## src/rtl/uart_tx.sv

```systemverilog
// UART transmitter with a small write FIFO: start + 8 data bits (LSB first) + stop.
// Define UART_TX_PARITY_EN to insert an even-parity bit before the stop bit.
module uart_tx #(
    parameter int Baudrate = 24,
    parameter int Depth    = 4
) (
    input  logic       Clk,
    input  logic       Reset,
    input  logic       Wr_en,
    input  logic [7:0] Data,
    output logic       TX,
    output logic       Busy,
    output logic       Done,
    output logic       Full,
    output logic       Empty
);

    localparam int BW = (Baudrate > 1) ? $clog2(Baudrate) : 1;
    localparam int AW = $clog2(Depth);
    localparam int CW = AW + 1;
    localparam logic [BW-1:0] BAUD_LAST = BW'(Baudrate - 1);
    localparam logic [CW-1:0] DEPTH_C   = CW'(Depth);

    typedef enum logic [2:0] {
        ST_IDLE,
        ST_START,
        ST_DATA,
`ifdef UART_TX_PARITY_EN
        ST_PARITY,
`endif
        ST_STOP
    } state_t;

    // ---------------- FIFO ----------------
    logic [7:0]    mem [Depth];
    logic [AW-1:0] wr_ptr_reg, rd_ptr_reg;
    logic [CW-1:0] count_reg, count_next;
    logic          full_reg, empty_reg;
    logic          push, pop;
    logic [7:0]    head;

    assign push = Wr_en && !full_reg;
    assign head = mem[rd_ptr_reg];

    always_comb begin
        count_next = count_reg;
        if (push && !pop)
            count_next = count_reg + CW'(1);
        else if (!push && pop)
            count_next = count_reg - CW'(1);
    end

    always_ff @(posedge Clk or negedge Reset) begin
        if (!Reset) begin
            wr_ptr_reg <= '0;
            rd_ptr_reg <= '0;
            count_reg  <= '0;
            full_reg   <= 1'b0;
            empty_reg  <= 1'b1;
        end else begin
            if (push)
                wr_ptr_reg <= wr_ptr_reg + AW'(1);
            if (pop)
                rd_ptr_reg <= rd_ptr_reg + AW'(1);
            count_reg <= count_next;
            full_reg  <= (count_next == DEPTH_C);
            empty_reg <= (count_next == '0);
        end
    end

    always_ff @(posedge Clk) begin
        if (push)
            mem[wr_ptr_reg] <= Data;
    end

    // ---------------- Transmit FSM ----------------
    state_t        state_reg;
    logic [BW-1:0] baud_reg;
    logic [2:0]    bit_reg;
    logic [7:0]    shift_reg;
    logic          tx_reg, busy_reg, done_reg;
    logic          baud_last;
    logic          line_bit;
`ifdef UART_TX_PARITY_EN
    logic          parity_reg;
`endif

    assign baud_last = (baud_reg == BAUD_LAST);
    assign pop = !empty_reg &&
                 ((state_reg == ST_IDLE) || (state_reg == ST_STOP && baud_last));

    // The line level is derived from the current state and then registered,
    // so the serial output trails the FSM by exactly one clock.
    always_comb begin
        line_bit = 1'b1;
        case (state_reg)
            ST_START:  line_bit = 1'b0;
            ST_DATA:   line_bit = shift_reg[0];
`ifdef UART_TX_PARITY_EN
            ST_PARITY: line_bit = parity_reg;
`endif
            default:   line_bit = 1'b1;
        endcase
    end

    always_ff @(posedge Clk or negedge Reset) begin
        if (!Reset) begin
            state_reg  <= ST_IDLE;
            baud_reg   <= '0;
            bit_reg    <= '0;
            shift_reg  <= '0;
            tx_reg     <= 1'b1;
            busy_reg   <= 1'b0;
            done_reg   <= 1'b0;
`ifdef UART_TX_PARITY_EN
            parity_reg <= 1'b0;
`endif
        end else begin
            tx_reg   <= line_bit;
            busy_reg <= (state_reg != ST_IDLE);
            done_reg <= (state_reg == ST_STOP) && baud_last;

            if (state_reg == ST_IDLE || baud_last)
                baud_reg <= '0;
            else
                baud_reg <= baud_reg + BW'(1);

            case (state_reg)
                ST_IDLE: begin
                    if (pop) begin
                        shift_reg  <= head;
`ifdef UART_TX_PARITY_EN
                        parity_reg <= ^head;
`endif
                        state_reg  <= ST_START;
                    end
                end
                ST_START: begin
                    if (baud_last) begin
                        bit_reg   <= '0;
                        state_reg <= ST_DATA;
                    end
                end
                ST_DATA: begin
                    if (baud_last) begin
                        shift_reg <= shift_reg >> 1;
                        bit_reg   <= bit_reg + 3'd1;
                        if (bit_reg == 3'd7) begin
`ifdef UART_TX_PARITY_EN
                            state_reg <= ST_PARITY;
`else
                            state_reg <= ST_STOP;
`endif
                        end
                    end
                end
`ifdef UART_TX_PARITY_EN
                ST_PARITY: begin
                    if (baud_last)
                        state_reg <= ST_STOP;
                end
`endif
                ST_STOP: begin
                    if (baud_last) begin
                        // Chain straight into the next frame when data is waiting.
                        if (pop) begin
                            shift_reg  <= head;
`ifdef UART_TX_PARITY_EN
                            parity_reg <= ^head;
`endif
                            state_reg  <= ST_START;
                        end else begin
                            state_reg  <= ST_IDLE;
                        end
                    end
                end
                default: state_reg <= ST_IDLE;
            endcase
        end
    end

    assign TX    = tx_reg;
    assign Busy  = busy_reg;
    assign Done  = done_reg;
    assign Full  = full_reg;
    assign Empty = empty_reg;

endmodule

```

## config.mk

```make
export PLATFORM = sky130hd
export DESIGN_NAME = uart_tx
export DESIGN_NICKNAME = d
export VERILOG_FILES = /design/src/rtl/uart_tx.sv
export SDC_FILE = /design/constraint.sdc
export NUM_CORES = 1
export LEC_CHECK = 0
export BUFFER_PORTS_ARGS = -buffer_cell sky130_fd_sc_hd__buf_2
export CORE_ASPECT_RATIO = 0.5
export CORE_UTILIZATION = 54
export CTS_BUF_LIST = sky130_fd_sc_hd__clkbuf_8 sky130_fd_sc_hd__clkbuf_16
export CTS_CLUSTER_DIAMETER = 80
export DETAILED_ROUTE_END_ITERATION = 10
export PLACE_DENSITY = 0.73
export SYNTH_ARGS = -nofsm -noshare
export SYNTH_HDL_FRONTEND = slang
export SYNTH_SLANG_ARGS = --single-unit
```

## constraint.sdc

```tcl
create_clock -name Clk -period 1.8 [get_ports Clk]
set_input_delay 0.36 -clock Clk [delete_from_list [all_inputs] [get_ports Clk]]
set_output_delay 0.36 -clock Clk [all_outputs]
set_load 0.01 [all_outputs]
```

## Word level (Yosys, flattened, before mapping)

Memory sizes are Yosys's and may differ from the RTL's.
Cells that the tools add are included.

- Register bits after elaboration: 31
- RAM bits: 32
- Logic and storage cells: 69
- Memories kept: 1

Memory list:

| memory | words | width | read ports | clocked after Yosys merged registers in | wr ports | RTL line | RTL |
|---|---|---|---|---|---|---|---|
| mem | 4 | 8 | 1 | 0 | 1 | 35 | `logic [7:0] mem [Depth];` |

- Add/sub/neg operators: 6
- Equality and inequality tests: 11
- Mux-type cells: 20
- Reductions and logical operators: 19

Operators by type and width:

| cell | count |
|---|---|
| $mux 3 | 9 |
| $mux 8 | 3 |
| $pmux 8 s3 | 1 |
| $pmux 3 s4 | 1 |
| $ne 2x2->1 const B | 5 |
| $add 3x1->3 const B | 2 |
| $eq 3x2->1 const B | 2 |
| $eq 3x3->1 const B | 2 |
| $logic_not 3->1 | 2 |
| $pmux 3 s2 | 1 |
| $reduce_and 3->1 | 2 |
| $reduce_bool 3->1 | 2 |
| $add 5x1->5 const B | 1 |
| $eq 5x5->1 const B | 1 |
| $logic_and 1x1->1 | 5 |
| $mux 5 | 1 |
| $reduce_and 5->1 | 1 |
| $add 2x1->2 const B | 2 |
| $logic_not 1->1 | 4 |
| $eq 3x1->1 const B | 1 |
| $mux 1 | 3 |
| $sub 3x1->3 const B | 1 |
| $logic_or 1x1->1 | 2 |
| $pmux 1 s2 | 1 |
| $reduce_bool 2->1 | 1 |

## Logic depth before layout (Yosys ltp)

- Word-level depth: 8
- Gate-level depth with buffers: 9
- Depth with buffers taken out: 7

## Worst setup path before layout

OpenSTA, ideal clock, no wires.

- Kind: register to register
- Start point: register baud_reg[0]
- End point: register empty_reg (netlist: Empty)
- Data arrival time: 1701 ps
- Data required time: 1739 ps
- Path slack: 38 ps
- Stages on the path, launching flop included: 8
- Period minus slack after synthesis: 1762 ps
- Cell sequence: dfrtp_1 -> ha_1 -> and4b_1 -> buf_6 -> a21oi_4 -> nand2_1 -> o32ai_1 -> o21ba_1

- Word-level cells in the longest chain between the ends: 8

RTL lines:

| what | RTL line | RTL |
|---|---|---|
| start: declaration | 78 | `logic [BW-1:0] baud_reg;` |
| start signal: assignment | 126 | `baud_reg <= baud_reg + BW'(1);` |
| $eq 5x5->1 * | 88 | `assign baud_last = (baud_reg == BAUD_LAST);` |
| $logic_and 1x1->1 * | 90 | `((state_reg == ST_IDLE) \|\| (state_reg == ST_STOP && baud_last));` |
| $logic_or 1x1->1 * | 90 |  |
| $logic_and 1x1->1 * | 89 | `assign pop = !empty_reg &&` |
| $logic_and 1x1->1 / $logic_not 1->1 (equally long branches) | 49, 47 |  |
| $mux 3 / $logic_and 1x1->1 (equally long branches) | 49, 47 |  |
| $mux 3 * | 47 | `if (push && !pop)` |
| $logic_not 3->1 * | 67 | `empty_reg <= (count_next == '0);` |
| end signal: assignment | 67 |  |
| end: declaration | 38 | `logic full_reg, empty_reg;` |

Every way passes the cells marked *; elsewhere a longest branch is shown, timed or not.
A chain may end at the register's enable or synchronous reset.

## Final worst setup path

- Start point: register state_reg[1]
- End point: register empty_reg (netlist: Empty)

- Word-level cells in the longest chain between the ends: 8

RTL lines:

| what | RTL line | RTL |
|---|---|---|
| start: declaration | 77 | `state_t state_reg;` |
| start signal: assignment | 108 | `state_reg <= ST_IDLE;` |
| start signal: assignment | 135 | `state_reg <= ST_START;` |
| start signal: assignment | 141 | `state_reg <= ST_DATA;` |
| $eq 3x2->1 | 90 |  |
| $logic_and 1x1->1 | 90 |  |
| $logic_or 1x1->1 * | 90 |  |
| $logic_and 1x1->1 * | 89 |  |
| $logic_and 1x1->1 / $logic_not 1->1 (equally long branches) | 49, 47 |  |
| $mux 3 / $logic_and 1x1->1 (equally long branches) | 49, 47 |  |
| $mux 3 * | 47 |  |
| $logic_not 3->1 * | 67 |  |

Marks and branches as above.

==> key figures <==
Outcome
  – Status: finished, final reports clean

Logic synthesis
  – Number of enable flip-flop cells after synthesis: 32
  – Mapped Cells: 192
  – Post-synth ARST share: 48.4%
  – Flops & latches, synth: 62
  – Syn Area/Cell: 14.0 sq um
  – Sequential area share after synthesis: 63.6%
  – Syn nets: ~220
  – Post-Syn Area: 2700 sq um
  – Ys flop type: edfxtp_1
  – Synthesis Warnings: 0
  – Synth unique cells: 43

Clocking
  – CTS tree: built
  – Clock slew at reported path FFs: 0.07 ns
  – Post-CTS Hold Buffers: 0
  – CTS Buf Count: 9
  – CTS sink cnt: just over 60
  – Clk Latency, worst-skew pair: approximately 0.34 ns
  – Max clock buf depth: 2
  – H-tree level count: 3
  – Root Driver: clkbuf_8

Die
  – Die Y: about 52 um
  – Die X-Extent: a little over 100 um
  – Core area: roughly 4600 sq um
  – Site Rows: 17
  – # IOs: 16
  – Initial Util: 58.7%
  – Die area: between 5000 and 6000 sq um

Timing
  – Fmax: approximately 570 MHz
  – Slew margin rel.: 57.3%
  – Period utilization: between 90% and 100%
  – Setup violations, final: 0
  – Final setup margin: around 0.06 ns
  – Fin. Hold Viols: 0
  – Worst Skew: 0.00841 ns
  – Slew Limit Fails: 0
  – Slew @ Worst Pin: about 0.64 ns
  – Setup TNS Final: 0 ns
  – Final worst path period need: about 1.7 ns

Finish
  – Share of cells above drive strength 1: about a third
  – Non-Filler Instances: 300
  – Final design utilization: a little under three quarters
  – Layout area overhead: 21.1%
  – Most frequent cells in the layout: edfxtp_1 (32), dfrtp_1 (27), nand2_1 (23), buf_4 (16), buf_2 (15)
  – Commonest non-fill, non-tap cell in the layout: edfxtp_1
  – Max FFs per register: 32
  – Non-Filler Cell Area, Final: around 3300 sq um
  – Nets: around 250
  – # diodes: 0
  – Fill cells: 311

Hold path
  – Min-delay worst type: in2async

Worst setup path
  – Worst Path Buf+Inv: 0
  – Worst r2r src: state_reg[1]$_DFFE_PN0P_
  – Critical Path Source: state_reg[1]$_DFFE_PN0P_
  – Critical Path AT: 2.02 ns
  – Critical Path Max Stage Delay: between 0.4 and 0.5 ns
  – WS Path Type: reg2reg
  – Crit-path max FO: 4
  – CP Data Required Time: around 2.1 ns
  – CP delay by family, top: compound AO/OA/AOI/OAI gates
  – Setup crit end kind: flip-flop
  – Crit start category: flip-flop
  – Crit-path cells: ha_2, and2b_2, a21oi_4, nand2_2, o32ai_4, o21ba_1
  – Worst path slowest cell: dfrtp_2

Drt
  – Router iterations before antenna repair: 4
  – DRC: 0
  – Initial DRC count: 67
  – Routed vias/inst: between 5 and 6
  – WL/cell: 15.2 um
  – Drt total wl: ~4500 um
  – Routed Antenna Nets: 0
  – Via count: about 1600

Power and ir drop
  – P per Cell Area: 1760 nW/um^2
  – Maximum VDD drop: between 600 and 700 uV
  – P_leak: approximately 1.3 nW

Placed design
  – Placed cell area: roughly 3000 sq um
  – HPWL reported at the end of detailed placement: between 3000 and 4000 um
  – Pre-CTS setup slack: -0.00922 ns
  – Cell Count Post-Placement: 280
  – # port buffers: 15
  – RD Place Congestion: ~0.76

Global routing
  – Initial antenna violation count: 0
  – Largest net degree at the start of global routing: 31
  – GRT Total Usage: approximately 20%
  – Vias in the first global route: 1584
  – First-pass GRT wire length: approximately 7500 um
  – Total gr overflow: 0

Job
  – MaxCap Viol Count: 0
-- through the flow --
step	hold WS [ns]	power (mW)
after floorplan	0.0644	3.49
after global placement	0.421	4.01
after detailed placement	0.430	4.10
after CTS	0.0626	5.62
after global routing	0.0998	6.15
final	0.0453	5.75
-- kinds of logic (layout without fill, tap and decap cells) --
kind of cell    after synthesis  after routing  share of synthesized area (%)
compound gates               28             28                           7.75
xor+xnor                      8              8                           2.60
fa+ha+maj                    13             13                           6.04
buf+inv                      16             58                           2.74
flops                        62             62                           63.6
mux                          10             10                           7.47
simple gates                 55             55                           9.80
-- layout make-up --
| class | instances | area, sq um | area share (%) |
|---|---|---|---|
| inverter | 9 | 33.8 | 1.03 |
| multi-input combinational | 114 | 968 | 29.7 |
| clock inverter | 7 | 114 | 3.49 |
| timing repair buffer | 33 | 226 | 6.94 |
| tap | 66 | 82.6 | 2.53 |
| sequential | 62 | 1720 | 52.5 |
| clock buffer | 9 | 124 | 3.79 |
-- cell usage after synthesis (2+ instances only) --
cell type  count  area, sq um
inv_1          8         30.0
o21ai_0        7         35.0
dfstp_2        2         52.6
xnor2_1        7         61.3
clkbuf_1       3         11.3
nor2_1        14         52.6
buf_2          2         10.0
a31oi_1        8         50.1
dfrtp_1       28          701
ha_1          13          163
nor2b_1        2         12.5
edfxtp_1      32          961
mux4_2         8          180
nand2_1       24         90.1
and2_1         4         25.0
a211oi_1       2         15.0
a32o_1         2         20.0
-- timing repair --
action,in CTS,in global routing
setup endpoints to repair,4,9
setup buffers,1,3
pin swaps,1,6
resized for setup,3,13
-- power breakdown --
group / leakage [nW] / internal (mW) / total (mW) / switching [mW]
combinational: 0.562 / 1.06 / 2.12 / 1.06
clock: 0.118 / 0.912 / 1.44 / 0.531
sequential: 0.654 / 1.93 / 2.19 / 0.257
total: 1.33 / 3.90 / 5.75 / 1.85
-- layer usage --
metal / track usage [%] / up-vias / part of all wire (%)
met5: 0 / - / 0
met4: 8.57 / 0 / 1.7
met3: 7.80 / 11 / 4.2
met2: 31.1 / 38 / 46
met1: 26.8 / 756 / 48
li1: - / 764 / -
-- path summary, 6_finish.rpt --
path | to | slack [ns] | cells after the start
setup / recovery | Empty$_DFF_PN1_ | 0.06 | 6
hold reg to reg | bit_reg[1]$_DFFE_PN0P_ | 0.50 | 1
max in group asynchronous | state_reg[1]$_DFFE_PN0P_ | 1.30 | 1
setup reg to reg | Empty$_DFF_PN1_ | 0.06 | 6
min in group Clk | mem[0][1]$_DFFE_PP_ | 0.24 | 1
hold / removal | shift_reg[6]$_DFFE_PN0P_ | 0.05 | 1
Power figures use the tool's default switching activity.
